<file path="src/rtl/sqr6_tt_sweeper.sv">
// Truth-table sweeper for one single-output sqr6 cone: drives 64 vectors, captures y0.
// Optional SQR6_SWEEP_MISR_EN adds a 16-bit MISR signature output `sig`.
module sqr6_tt_sweeper #(
    parameter int          LAT    = 0,
    parameter logic [63:0] EXP_TT = 64'h0
) (
    input  logic        clk,
    input  logic        rst_n,
    input  logic        start,
    output logic        x0,
    output logic        x1,
    output logic        x2,
    output logic        x3,
    output logic        x4,
    output logic        x5,
    input  logic        y0,
    output logic        busy,
    output logic        done,
    output logic        match,
    output logic [63:0] tt
`ifdef SQR6_SWEEP_MISR_EN
    ,
    output logic [15:0] sig
`endif
);

    typedef enum logic [1:0] {
        S_IDLE,
        S_SWEEP,
        S_DRAIN,
        S_DONE
    } state_e;

    localparam logic [15:0] DLAST = (LAT > 0) ? 16'(LAT - 1) : 16'd0;

    state_e      state_q, state_d;
    logic [5:0]  idx_q, idx_d;
    logic [15:0] cnt_q, cnt_d;
    logic [63:0] tt_q, tt_d;
    logic        busy_q, busy_d;
    logic        done_q, done_d;
    logic        match_q, match_d;
    logic        accept;
    logic        cap_v;
    logic [5:0]  cap_idx;

    assign accept = start && (state_q == S_IDLE || state_q == S_DONE);

    // Capture point: the vector index that y0 belongs to this cycle
    generate
        if (LAT == 0) begin : g_nolat
            assign cap_v   = (state_q == S_SWEEP);
            assign cap_idx = idx_q;
        end else begin : g_lat
            logic [LAT-1:0] dv_q, dv_d;
            logic [5:0]     di_q [LAT];
            logic [5:0]     di_d [LAT];

            always_comb begin
                dv_d[0] = (state_q == S_SWEEP);
                di_d[0] = idx_q;
                for (int j = 1; j < LAT; j++) begin
                    dv_d[j] = dv_q[j-1];
                    di_d[j] = di_q[j-1];
                end
            end

            always_ff @(posedge clk or negedge rst_n) begin
                if (!rst_n) begin
                    dv_q <= '0;
                    for (int j = 0; j < LAT; j++) begin
                        di_q[j] <= '0;
                    end
                end else begin
                    dv_q <= dv_d;
                    for (int j = 0; j < LAT; j++) begin
                        di_q[j] <= di_d[j];
                    end
                end
            end

            assign cap_v   = dv_q[LAT-1];
            assign cap_idx = di_q[LAT-1];
        end
    endgenerate

    always_ff @(posedge clk or negedge rst_n) begin
        if (!rst_n) begin
            state_q <= S_IDLE;
        end else begin
            state_q <= state_d;
        end
    end

    always_comb begin
        state_d = state_q;
        unique case (state_q)
            S_IDLE, S_DONE: begin
                if (accept) state_d = S_SWEEP;
            end
            S_SWEEP: begin
                if (idx_q == 6'd63) state_d = (LAT == 0) ? S_DONE : S_DRAIN;
            end
            S_DRAIN: begin
                if (cnt_q == DLAST) state_d = S_DONE;
            end
            default: state_d = S_IDLE;
        endcase
    end

    always_comb begin
        busy_d  = (state_d == S_SWEEP) || (state_d == S_DRAIN);
        done_d  = (state_d == S_DONE);
        match_d = (state_d == S_DONE) && (tt_d == EXP_TT);
    end

    always_comb begin
        idx_d = idx_q;
        cnt_d = '0;
        tt_d  = tt_q;
        if (accept) begin
            idx_d = '0;
            tt_d  = '0;
        end else begin
            if (state_q == S_SWEEP) idx_d = idx_q + 6'd1;
            if (state_q == S_DRAIN) cnt_d = cnt_q + 16'd1;
            if (cap_v) tt_d[cap_idx] = y0;
        end
    end

    always_ff @(posedge clk or negedge rst_n) begin
        if (!rst_n) begin
            idx_q   <= '0;
            cnt_q   <= '0;
            tt_q    <= '0;
            busy_q  <= 1'b0;
            done_q  <= 1'b0;
            match_q <= 1'b0;
        end else begin
            idx_q   <= idx_d;
            cnt_q   <= cnt_d;
            tt_q    <= tt_d;
            busy_q  <= busy_d;
            done_q  <= done_d;
            match_q <= match_d;
        end
    end

`ifdef SQR6_SWEEP_MISR_EN
    logic [15:0] sig_q, sig_d;
    logic        fb;

    assign fb = sig_q[15] ^ sig_q[11] ^ sig_q[2] ^ sig_q[0];

    always_comb begin
        sig_d = sig_q;
        if (accept) begin
            sig_d = 16'hFFFF;
        end else if (cap_v) begin
            sig_d = {sig_q[14:0], fb} ^ {15'b0, y0};
        end
    end

    always_ff @(posedge clk or negedge rst_n) begin
        if (!rst_n) begin
            sig_q <= 16'hFFFF;
        end else begin
            sig_q <= sig_d;
        end
    end

    assign sig = sig_q;
`endif

    assign x0    = idx_q[0];
    assign x1    = idx_q[1];
    assign x2    = idx_q[2];
    assign x3    = idx_q[3];
    assign x4    = idx_q[4];
    assign x5    = idx_q[5];
    assign busy  = busy_q;
    assign done  = done_q;
    assign match = match_q;
    assign tt    = tt_q;

endmodule

</file>
<file path="config.mk">
export PLATFORM = sky130hd
export DESIGN_NAME = sqr6_tt_sweeper
export DESIGN_NICKNAME = d
export VERILOG_FILES = /design/src/rtl/sqr6_tt_sweeper.sv
export SDC_FILE = /design/constraint.sdc
export NUM_CORES = 1
export LEC_CHECK = 0
export BUFFER_PORTS_ARGS = -buffer_cell sky130_fd_sc_hd__buf_2
export CAP_MARGIN = 20
export CORE_MARGIN = 2
export CORE_UTILIZATION = 63
export CTS_BUF_LIST = sky130_fd_sc_hd__clkbuf_8
export CTS_CLUSTER_DIAMETER = 150
export DETAILED_ROUTE_END_ITERATION = 7
export PLACE_DENSITY = 0.87
export SYNTH_ARGS = -nofsm -noshare
export SYNTH_HDL_FRONTEND = slang
export SYNTH_SLANG_ARGS = --single-unit
</file>
<file path="constraint.sdc">
create_clock -name clk -period 4.95 [get_ports clk]
set_input_delay 0.99 -clock clk [delete_from_list [all_inputs] [get_ports clk]]
set_output_delay 0.99 -clock clk [all_outputs]
set_load 0.05 [all_outputs]
</file>
=== Word-level counts from Yosys, hierarchy flattened ===
Cells that the tools add are included.

* Register bits: 91
* Logic and storage cells: 41
* Input bits: 4
* Output and inout bits: 73

* Order comparisons: 2
* Add/sub/neg operators: 2
* Muxes and demuxes: 13
* Equal/unequal tests: 7
* Reductions and logical operators: 10

{| class="wikitable"
|+ Operator list
! operator !! number
|-
| $mux 64 || 2
|-
| $bwmux 64 || 1
|-
| $logic_not 64->1 || 1
|-
| $mux 16 || 2
|-
| $add 16x1->16 const B || 1
|-
| $logic_not 16->1 || 1
|-
| $mux 6 || 2
|-
| $eq 2x2->1 const B || 4
|-
| $lt 6x7->1 const B || 1
|-
| $add 6x1->6 const B || 1
|-
| $demux 1 s6 || 1
|-
| $eq 6x6->1 const B || 1
|-
| $ge 6x1->1 const B || 1
|-
| $mux 2 || 3
|-
| $pmux 2 s3 || 1
|-
| $eq 2x1->1 const B || 2
|-
| $logic_and 1x1->1 || 3
|-
| $logic_not 2->1 || 1
|-
| $logic_or 1x1->1 || 2
|-
| $reduce_bool 2->1 || 1
|-
| $reduce_or 2->1 || 1
|-
| $mux 1 || 1
|}

=== Logic depth before layout (Yosys ltp) ===
Gate-level depths: netlist (run 1).

* Depth after elaboration: 9
* Depth in mapped cells: 13
* Gate-level depth less buffers: 11

=== Worst setup path after synthesis (run 1) ===
OpenSTA, ideal clock, no wires.

* Kind: input -> register
* Start: input port start
* End: register match_q (netlist: match)
* Buffers on the path: 2
* Data required time: 4854 ps
* Path slack: 2529 ps
* Setup time: 96 ps
* Arrival: 2325 ps
* Stages on the path: 7
* Cells stage by stage: and2_1 clkbuf_1 clkbuf_1 a41oi_1 nor4_1 nand4_1 nor4_2

* Longest elaborated chain between the ends: 5
* Elaborated cells on any way between the ends: 7
* Those cells by class: eq/ne: 1; mux: 3; reduce/logical: 3

{| class="wikitable"
|+ RTL lines
! item !! RTL line !! source
|-
| start, declared || 9 || <nowiki>input logic start,</nowiki>
|-
| $logic_and 1x1->1 (*) || 47 || <nowiki>assign accept = start && (state_q == S_IDLE || state_q == S_DONE);</nowiki>
|-
| $mux 2 || 99 || <nowiki>if (accept) state_d = S_SWEEP;</nowiki>
|-
| $pmux 2 s3 || 97 || <nowiki>unique case (state_q)</nowiki>
|-
| $eq 2x2->1 || 114 || <nowiki>match_d = (state_d == S_DONE) && (tt_d == EXP_TT);</nowiki>
|-
| $logic_and 1x1->1 (*) || 114 ||
|-
| via match_d || 42 || <nowiki>logic match_q, match_d;</nowiki>
|-
| end signal, assigned || 145 || <nowiki>match_q <= match_d;</nowiki>
|-
| end, declared || 42 ||
|}

The timed path passes the listed nets; every way through them passes the cells marked *.
A chain may end at the register's enable or synchronous reset.

=== Worst setup path in the final report (run 1) ===
* Start: register state_q[1]
* End: register match_q (netlist: match)

* Elaborated cells on any way between the ends: 16
* Those cells by class: eq/ne: 4; mux: 6; reduce/logical: 6

{| class="wikitable"
|+ RTL lines
! item !! RTL line !! source
|-
| start, declared || 36 || <nowiki>state_e state_q, state_d;</nowiki>
|-
| start signal, assigned || 91 || <nowiki>state_q <= state_d;</nowiki>
|-
| $eq 2x2->1 or $logic_not 2->1 (tied branches) || 47 ||
|-
| $logic_or 1x1->1 || 47 ||
|-
| $logic_and 1x1->1 || 47 ||
|-
| $mux 64 (*) || 121 || <nowiki>if (accept) begin</nowiki>
|-
| via tt_d[22] || 39 || <nowiki>logic [63:0] tt_q, tt_d;</nowiki>
|-
| $logic_not 64->1 (*) || 114 ||
|-
| $logic_and 1x1->1 (*) || 114 ||
|-
| via match_d || 42 ||
|}

Marked as above.

==> results of run 1 <==
[sequential cells by signal, summed over array words and instances (netlist names)]
signal,cells
tt,64
state_q,2
cnt_q,16
match,1
busy,1
cap_idx,6
done,1
[Yosys cell counts, drive strengths merged]
cell type,count
a211oi,1
a21oi,67
a31oi,1
a41o,1
a41oi,5
and2,2
and3,4
and3b,3
and4,2
and4b,3
buf,15
clkbuf,26
dfrtp,91
ha,8
inv,5
mux2i,1
nand2,16
nand3,68
nand3b,3
nand4,5
nand4b,4
nand4bb,3
nor2,22
nor3,3
nor3b,3
nor4,17
nor4b,2
nor4bb,3
o211ai,2
o21ai,69
o22ai,1
or3,4
or3b,3
or4b,1
xnor2,6
xor2,9
[kinds of logic (layout without fill, tap and decap cells)]
kind of cell | Yosys count | count (layout)
XOR/XNOR | 15 | 15
adder cells (fa/ha/maj) | 8 | 8
multiplexers | 1 | 1
AO/OA/AOI/OAI | 147 | 147
buffers and inverters | 46 | 100
flip-flops | 91 | 91
AND/OR/NAND/NOR | 171 | 171
[layer usage]
metal  share of wire [%]  vias to the layer above  track usage (%)
met3                  13                       71            7.649
met2                  45                      353            46.96
li1                    -                     1860                -
met5                   0                        -                0
met1                  38                     2003            46.98
met4                 4.2                        0            16.12
[power by group]
group          leakage (uW)  switching, uW  internal (uW)  total [uW]
Clock             0.0000955            270            232         502
Combinational      0.000966           1270            398        1670
Sequential          0.00125            190            907        1100
Total               0.00231           1730           1540        3270
[cell type report]
type	count	area (um2)	share of cell area (%)
Clock buffer	9	123.9	2.451
Clock inverter	6	65.06	1.287
Multi-Input combinational cell	342	2026	40.08
Inverter	5	18.77	0.3714
Tap cell	96	120.1	2.377
Timing Repair Buffer	80	422.9	8.368
Sequential cell	91	2277	45.06
[critical path, cell delays in order, from the launching register on]
cell and delay [ns]:
dfrtp_1 0.40, inv_1 0.11, ha_1 0.54, nand4b_1 0.67, o21ai_0 0.39, a21oi_1 0.16
nor4_1 0.40, nand4_1 0.25, nor4_2 0.28
[worst min-delay path by stage]
stage,start,end,slack [ns],depth (start not counted)
global route,cnt_q[0],cnt_q[0],0.50,1
CTS,cnt_q[0],cnt_q[0],0.49,1
floorplan,cnt_q[0],cnt_q[0],0.45,1
detailed placement,cnt_q[0],cnt_q[0],0.48,1
global placement,cnt_q[0],cnt_q[0],0.48,1
finish,cnt_q[0],cnt_q[0],0.50,1
[per-stage QoR]
stage	std cells	util, %
global route	629	73.97
detailed placement	612	70.84
global placement	612	70.84
CTS	627	73.61
floorplan	479	-
finish	629	73.97
==> impl_metrics.py, run 1 <==
metrics = {
    "die": {
        "die_h_um": 88.43,
        "start_util_pct": 65.73,
        "die_w_um": 88.43,
        "row_count": 30,
        "coreArea_mm2": 0.006832,
        "ios": 77,
        "die_area_mm2": 0.007819,
    },
    "timing": {
        "hold_violations": 0,
        "skew_ns": 0.01572,
        "setup_violations": 0,
        "hold_ws_ns": 0.4967,
        "worst_slew_pin_slew_ns": 1.124,
        "slew_headroom_pct": 24.02,
        "max_freq_mhz": 304.7,
        "period_minus_slack_ns": 3.282,
        "drv_slew": 0,
        "layout_setup_ws_ns": 1.668,
        "tns_ns": 0,
        "rsz0062_at_grt": "no",
        "final.period_utilization_pct": 66.31,
    },
    "place": {
        "dpl.hpwl_mm": 8.180,
        "place_area_mm2": 0.004840,
        "preCtsSetupSlack_ns": 1.834,
        "io_buffers": 76,
        "place_congestion": 0.8955,
    },
    "clock_tree": {
        "root_buffer": "clkbuf_8",
        "numClockSinks": 91,
        "cts_setup_buffers": 0,
        "clkTransAtPathRegs_ns": 0.09,
        "holdBufCountCts": 0,
        "cts_tree": "yes",
        "insertion_delay_ns": 0.37,
        "post_cts_resized": 0,
        "htree_levels": 3,
        "cts_buffers": 9,
        "clk_path_buf_depth": 2,
    },
    "logic_synthesis": {
        "synth_compound_area_share_pct": 17.22,
        "synth.cell_area_mm2": 0.004491,
        "syn_inst": 479,
        "synth_area_leaders": "dfrtp_1, nand3_1, a21oi_1",
        "synth_top_family_by_area": "simple AND/OR/NAND/NOR gates",
        "synth-adder-area-share_pct": 2.229,
        "synth_mux_area_share_pct": 0.2229,
        "synth_seq_area_share_pct": 50.71,
        "synth_top_area_share_pct": 50.71,
        "synth_fp_nets": 491,
        "synth.avg_cell_area_um2": 9.375,
        "yosys_warnings": 0,
        "yosys.area_share.simple_pct": 22.21,
        "synth_top_area_cell": "dfrtp_1",
        "ys_ff_latch": 91,
        "synth_xor_area_share_pct": 2.926,
        "synth.distinct_cells": 44,
    },
    "setup_path": {
        "crit_start": "state_q[1]",
        "ff2ff_setup_slack_ns": 1.67,
        "worst_r2r_endpoint": "match",
        "worst_r2r_path_depth": 8,
        "cp_max_fo": 20,
        "endpoint_kind": "register",
        "arrival_ns": 3.55,
        "required_ns": 5.22,
        "crit_type": "reg -> reg",
        "endpoint": "match",
        "startpoint_type": "register",
        "regToRegStartpoint": "state_q[1]",
    },
    "finish": {
        "final_common_cell": "dfrtp_1",
        "area.growth.synth_to_final_pct": 12.54,
        "diodes": 0,
        "most-common-layout-cells": "dfrtp_1, buf_2, nand3_1",
        "fin_area_mm2": 0.005054,
        "fill_cells": 505,
        "drive_gt1_share_pct": 19.70,
        "nets": 541,
    },
    "power_and_ir_drop": {
        "ir_drop_mv": 0.5214,
        "p_per_area_mw_per_mm2": 647.4,
        "p_total_uw": 3272,
        "leakage_uw": 0.002307,
    },
    "drt": {
        "antenna_left": 0,
        "detail_route.first_pass.iterations": 5,
        "drc_errors": 0,
        "viasPerCell": 6.816,
        "num_vias": 4287,
        "detail_route.wl_per_cell_um": 19.92,
        "drt_wl_total_mm": 12.53,
        "drt_iter0_drc": 669,
    },
    "global_routing": {
        "antenna_found_initial": 0,
        "grt_pass1_wl_mm": 19.43,
        "grt.total_usage_pct": 32.72,
        "grt_pass1_vias": 3882,
        "grt_max_degree": 92,
        "grt.overflow.total": 0,
    },
    "run": {
        "drv_cap": 0,
    },
    "min_path": {
        "min_path_type": "reg -> reg",
    },
    "run_status": {
        "status": "complete, no violations",
    },
}
(Power assumes the default switching activity.)
==> inputs of run 2 (changes only) <==
--- a/config.mk
+++ b/config.mk
@@ -8,11 +8,11 @@
 export BUFFER_PORTS_ARGS = -buffer_cell sky130_fd_sc_hd__buf_2
 export CAP_MARGIN = 20
 export CORE_MARGIN = 2
-export CORE_UTILIZATION = 63
+export CORE_UTILIZATION = 58
 export CTS_BUF_LIST = sky130_fd_sc_hd__clkbuf_8
 export CTS_CLUSTER_DIAMETER = 150
 export DETAILED_ROUTE_END_ITERATION = 7
-export PLACE_DENSITY = 0.87
+export PLACE_DENSITY = 0.81
 export SYNTH_ARGS = -nofsm -noshare
 export SYNTH_HDL_FRONTEND = slang
 export SYNTH_SLANG_ARGS = --single-unit
==> constraint.sdc (replaced) <==
create_clock -name clk -period 3.2 [get_ports clk]
set_input_delay 0.64 -clock clk [delete_from_list [all_inputs] [get_ports clk]]
set_output_delay 0.64 -clock clk [all_outputs]
set_load 0.05 [all_outputs]
==> run 2 against run 1 <==
Against the previous run: utilization shrank 6.5 points; routed wire length grew 3.0%; total power grew 55%; clock power grew 40%; clock-buffer cell count is the same; maximum frequency grew 15%; largest power group unchanged; die area grew 8.2%; final cell count grew 2.7%; global-route usage shrank 1.9 points; setup slack lost 1.3 ns; cell area grew 1.5%; non-clock buffer count grew 10.
==> impl_metrics.py, run 2 (synthesis results as in run 1) <==
metrics = {
    "run_status": {
        "status": "complete, no violations",
    },
    "finish": {
        "most-common-layout-cells": "dfrtp_1, buf_2, nand3_1",
        "final_common_cell": "dfrtp_1",
        "fill_cells": 618,
        "diodes": 0,
        "nets": 551,
        "drive_gt1_share_pct": 20.77,
        "area.growth.synth_to_final_pct": 14.24,
        "largest_reg_flops": 64,
    },
    "power_and_ir_drop": {
        "clockPowerShare_pct": 13.9,
        "leakage_uw": 0.002343,
        "switching_share_pct": 53.27,
        "ir_drop_mv": 0.6636,
        "pwr-share-seq_pct": 33.6,
        "p_per_area_mw_per_mm2": 986.4,
        "p_int_uw": 2365,
        "comb_power_share_pct": 52.5,
        "power_switching_uw": 2695,
    },
    "setup_path": {
        "critical-path-top-delay-family": "simple AND/OR/NAND/NOR gates",
        "crit_type": "reg -> reg",
        "ff2ff_setup_slack_ns": 0.33,
        "crit_slowest_cell": "or4b_1",
        "worst_r2r_path_depth": 8,
        "worst_r2r_endpoint": "match",
        "crit_start": "state_q[1]",
        "endpoint": "match",
        "endpoint_kind": "register",
        "startpoint_type": "register",
        "path_cells": "inv_1, ha_2, or4b_1, o21ai_1, a21oi_1, nor4_1, nand4b_1, nor4_2",
        "worst-path-stages": 8,
        "crit_path_max_incr_delay_ns": 0.69,
        "cp_max_fo": 20,
        "arrival_ns": 3.14,
        "critPathBufInv": 1,
        "regToRegStartpoint": "state_q[1]",
        "required_ns": 3.47,
    },
    "drt": {
        "num_vias": 4235,
        "viasPerCell": 6.556,
        "drc_errors": 0,
        "drt_iter0_drc": 526,
        "detail_route.wl_per_cell_um": 19.98,
        "drt_wl_total_mm": 12.91,
        "detail_route.first_pass.iterations": 5,
        "antenna_left": 0,
    },
    "place": {
        "dpl.hpwl_mm": 8.504,
        "io_buffers": 76,
        "place_congestion": 0.9136,
    },
    "timing": {
        "final.period_utilization_pct": 89.57,
        "tns_ns": 0,
        "slew_headroom_pct": 28.24,
        "rsz0062_at_grt": "no",
        "worst_slew_pin_slew_ns": 1.076,
        "hold_ws_ns": 0.1175,
        "setup_violations": 0,
        "drv_slew": 0,
        "max_freq_mhz": 348.9,
        "period_minus_slack_ns": 2.866,
        "hold_violations": 0,
        "skew_ns": 0.01090,
    },
    "die": {
        "coreArea_mm2": 0.007607,
        "die_w_um": 91.99,
        "die_h_um": 91.99,
        "die_area_mm2": 0.008462,
        "ios": 77,
        "row_count": 32,
        "start_util_pct": 59.03,
    },
    "min_path": {
        "min_path_type": "in -> async",
    },
    "clock_tree": {
        "root_buffer": "clkbuf_8",
        "cts_setup_buffers": 0,
        "insertion_delay_ns": 0.37,
        "cts_buffers": 9,
        "htree_levels": 3,
        "clkTransAtPathRegs_ns": 0.09,
        "cts_tree": "yes",
        "numClockSinks": 91,
        "clk_path_buf_depth": 2,
    },
    "global_routing": {
        "antenna_found_initial": 0,
        "grt.total_usage_pct": 30.82,
        "grt.overflow.total": 0,
        "grt_max_degree": 92,
        "grt_pass1_wl_mm": 19.89,
        "grt_pass1_vias": 3656,
    },
    "run": {
        "drv_cap": 0,
    },
}
run 2: cell types whose count changed in the layout (fill, tap and decap cells not counted), sizes merged:
cell      delta
buf         +10
clkinvlp     +3
clkinv       -3
inv          +2
bufinv       -1
run 2: layout make-up:
cell class              count  area (um2)  share of cell area, %
flip-flops and latches     91        2277                  44.39
repair buffers             90       520.5                  10.15
well taps                 102       127.6                  2.488
clock inverters             7       46.29                 0.9024
inverters                   5       18.77                 0.3659
clock buffers               9       123.9                  2.415
multi-input cells         342        2016                  39.29
run 2: power groups by stage:
stage	clock [uW]	combinational (uW)	sequential [uW]
6_report	705	2660	1700
5_1_grt	751	2790	1740
4_1_cts	710	2600	1690
3_5_place_dp	0	2590	1710
3_3_place_gp	0	2560	1700
2_1_floorplan	0	1140	2420
run 2: how the worst min path moves through the flow:
stage,endpoint,slack (ns),depth (start not counted)
finish,cnt_q[5],0.12,1
global route,cnt_q[5],0.12,1
CTS,cnt_q[0],0.50,1
detailed placement,cnt_q[0],0.49,1
global placement,cnt_q[0],0.47,1
floorplan,busy,0.34,0
run 2: stage by stage:
stage | util [%] | total power (uW) | instances | setup slack (ns) | cell area [um2]
final | 67.43 | 5060 | 646 | 0.3339 | 5130
after detailed placement | 64.80 | 4301 | 629 | 0.2547 | 4930
after global placement | 64.80 | 4254 | 629 | 0.3933 | 4930
after CTS | 67.04 | 4991 | 645 | 0.2410 | 5100
after floorplan | - | 3564 | 479 | 0.8266 | 4491
after global routing | 67.43 | 5278 | 646 | 0.1849 | 5130
run 2: what timing repair did:
item,CTS,global route
hold endpoints to repair,0,0
resized for setup,0,1
setup endpoints to repair,0,1
hold buffers,0,0
run 2: per-layer routing:
metal / routed length (um) / global-route usage, %
met2: 5836 / 43.75
met4: 362 / 12.56
met5: 0 / 0
met1: 5199 / 47.67
met3: 1510 / 4.519
==> inputs of run 3 (changes only) <==
--- a/config.mk
+++ b/config.mk
@@ -8,11 +8,11 @@
 export BUFFER_PORTS_ARGS = -buffer_cell sky130_fd_sc_hd__buf_2
 export CAP_MARGIN = 20
 export CORE_MARGIN = 2
-export CORE_UTILIZATION = 58
+export CORE_UTILIZATION = 63
 export CTS_BUF_LIST = sky130_fd_sc_hd__clkbuf_8
 export CTS_CLUSTER_DIAMETER = 150
 export DETAILED_ROUTE_END_ITERATION = 7
-export PLACE_DENSITY = 0.81
+export PLACE_DENSITY = 0.87
 export SYNTH_ARGS = -nofsm -noshare
 export SYNTH_HDL_FRONTEND = slang
 export SYNTH_SLANG_ARGS = --single-unit
==> constraint.sdc (replaced) <==
create_clock -name clk -period 3.7 [get_ports clk]
set_input_delay 0.74 -clock clk [delete_from_list [all_inputs] [get_ports clk]]
set_output_delay 0.74 -clock clk [all_outputs]
set_load 0.05 [all_outputs]
==> run 3 against run 2 <==
Against the previous run: cell area shrank 1.1%; combinational power shrank 15%; critical path type unchanged; clock-buffer cell count is the same; sequential power shrank 14%; non-clock buffer count shrank 6; critical path depth is the same; first-iteration DRC count shrank 7.6%; via count grew 2.3%; global-route usage grew 3.6 points; setup slack gained 0.19 ns; highest routed layer unchanged; utilization grew 6.9 points; critical endpoint unchanged; register-to-register slack gained 0.19 ns.
==> impl_metrics.py, run 3 (synthesis results as in run 1) <==
metrics = {
    "timing": {
        "period_minus_slack_ns": 3.177,
        "worst_slew_pin_slew_ns": 1.041,
        "setup_violations": 0,
        "rsz0062_at_grt": "no",
        "hold_violations": 0,
        "skew_ns": 0.01352,
        "drv_slew": 0,
        "slew_headroom_pct": 30.62,
        "max_freq_mhz": 314.8,
        "tns_ns": 0,
        "final.period_utilization_pct": 85.86,
    },
    "drt": {
        "drc_errors": 0,
        "detail_route.first_pass.iterations": 6,
        "detail_route.wl_per_cell_um": 20.46,
        "num_vias": 4334,
        "drt_wl_total_mm": 12.97,
        "drt_iter0_drc": 486,
        "viasPerCell": 6.836,
        "antenna_left": 0,
    },
    "power_and_ir_drop": {
        "comb_power_share_pct": 51.2,
        "power_switching_uw": 2337,
        "leakage_uw": 0.002329,
        "p_int_uw": 2077,
        "p_per_area_mw_per_mm2": 869.9,
        "switching_share_pct": 52.95,
        "clockPowerShare_pct": 15.6,
        "ir_drop_mv": 0.7954,
        "pwr-share-seq_pct": 33.2,
    },
    "clock_tree": {
        "clk_path_buf_depth": 2,
        "htree_levels": 3,
        "holdBufCountCts": 0,
        "clkTransAtPathRegs_ns": 0.09,
        "post_cts_resized": 0,
        "root_buffer": "clkbuf_8",
        "numClockSinks": 91,
        "cts_tree": "yes",
        "cts_buffers": 9,
        "insertion_delay_ns": 0.36,
        "cts_setup_buffers": 0,
    },
    "global_routing": {
        "grt_pass1_vias": 3944,
        "grt.total_usage_pct": 34.45,
        "grt_max_degree": 64,
        "antenna_found_initial": 0,
        "grt.overflow.total": 0,
        "grt_pass1_wl_mm": 20.61,
    },
    "finish": {
        "nets": 545,
        "drive_gt1_share_pct": 19.89,
        "area.growth.synth_to_final_pct": 13.01,
        "final_common_cell": "dfrtp_1",
        "diodes": 0,
        "most-common-layout-cells": "dfrtp_1, buf_2, nand3_1",
        "largest_reg_flops": 64,
        "final_util_pct": 74.29,
    },
    "setup_path": {
        "crit_type": "reg -> reg",
        "regToRegStartpoint": "state_q[1]",
        "arrival_ns": 3.44,
        "ff2ff_setup_slack_ns": 0.52,
        "worst_r2r_path_depth": 8,
        "cp_max_fo": 20,
        "startpoint_type": "register",
        "endpoint_kind": "register",
        "required_ns": 3.97,
        "worst_r2r_endpoint": "match",
    },
    "die": {
        "die_area_mm2": 0.007819,
        "ios": 77,
        "die_w_um": 88.43,
        "coreArea_mm2": 0.006832,
        "start_util_pct": 65.73,
        "row_count": 30,
        "die_h_um": 88.43,
    },
    "run_status": {
        "status": "complete, no violations",
    },
    "min_path": {
        "min_path_type": "in -> async",
    },
    "place": {
        "dpl.hpwl_mm": 8.772,
        "place_congestion": 0.9633,
        "io_buffers": 76,
    },
    "run": {
        "drv_cap": 0,
    },
}
-- run 3: area by class of cell --
type	instances	area (um2)
Clock buffer	9	123.9
Clock inverter	7	78.83
Fill cell	526	1757
Inverter	5	18.77
Multi-Input combinational cell	342	2013
Sequential cell	91	2277
Tap cell	96	120.1
Timing Repair Buffer	84	442.9
-- run 3: worst max-delay path: stages (launching register included) --
cell	delay (ns)
dfrtp_1	0.41
inv_1	0.11
ha_1	0.53
nand4bb_1	0.61
o21ai_0	0.33
a21oi_1	0.12
nor4_1	0.43
nand4b_1	0.23
nor4_2	0.31
-- run 3: worst max-delay path by stage --
stage                           from    end  slack [ns]  cells after the start
final                     state_q[1]  match        0.52                      8
after global routing      state_q[1]  match        0.32                      8
after CTS                 state_q[1]  match        0.68                      8
after detailed placement  state_q[1]  match        0.72                      8
after global placement    state_q[1]  match        0.77                      8
after floorplan           cap_idx[3]  match        1.33                     11
-- run 3: routing by layer --
layer  vias up  share of wire (%)  global-route usage, %
li1       1864                  -                      -
met3        69                 11                  5.597
met4         0                3.7                  13.36
met2       353                 46                  53.86
met1      2048                 39                  48.76
met5         -                  0                      0
-- run 3: power groups by stage --
| stage | combinational (uW) | sequential [uW] | clock [uW] |
|---|---|---|---|
| 2_1_floorplan | 986 | 2100 | 0 |
| 3_3_place_gp | 2160 | 1470 | 0 |
| 3_5_place_dp | 2190 | 1480 | 0 |
| 4_1_cts | 2210 | 1460 | 689 |
| 5_1_grt | 2380 | 1490 | 727 |
| 6_report | 2260 | 1470 | 688 |
-- run 3: metrics by stage --
| step | worst slack [ns] | cell area (um2) | hold WS (ns) | power, uW | cells |
|---|---|---|---|---|---|
| 2_1_floorplan | 1.327 | 4491 | 0.4444 | 3082 | 479 |
| 3_3_place_gp | 0.7664 | 4872 | 0.4732 | 3630 | 618 |
| 6_report | 0.5230 | 5075 | 0.3574 | 4415 | 634 |
| 5_1_grt | 0.3178 | 5075 | 0.3931 | 4604 | 634 |
| 3_5_place_dp | 0.7166 | 4872 | 0.4946 | 3673 | 618 |
| 4_1_cts | 0.6847 | 5075 | 0.3671 | 4354 | 634 |
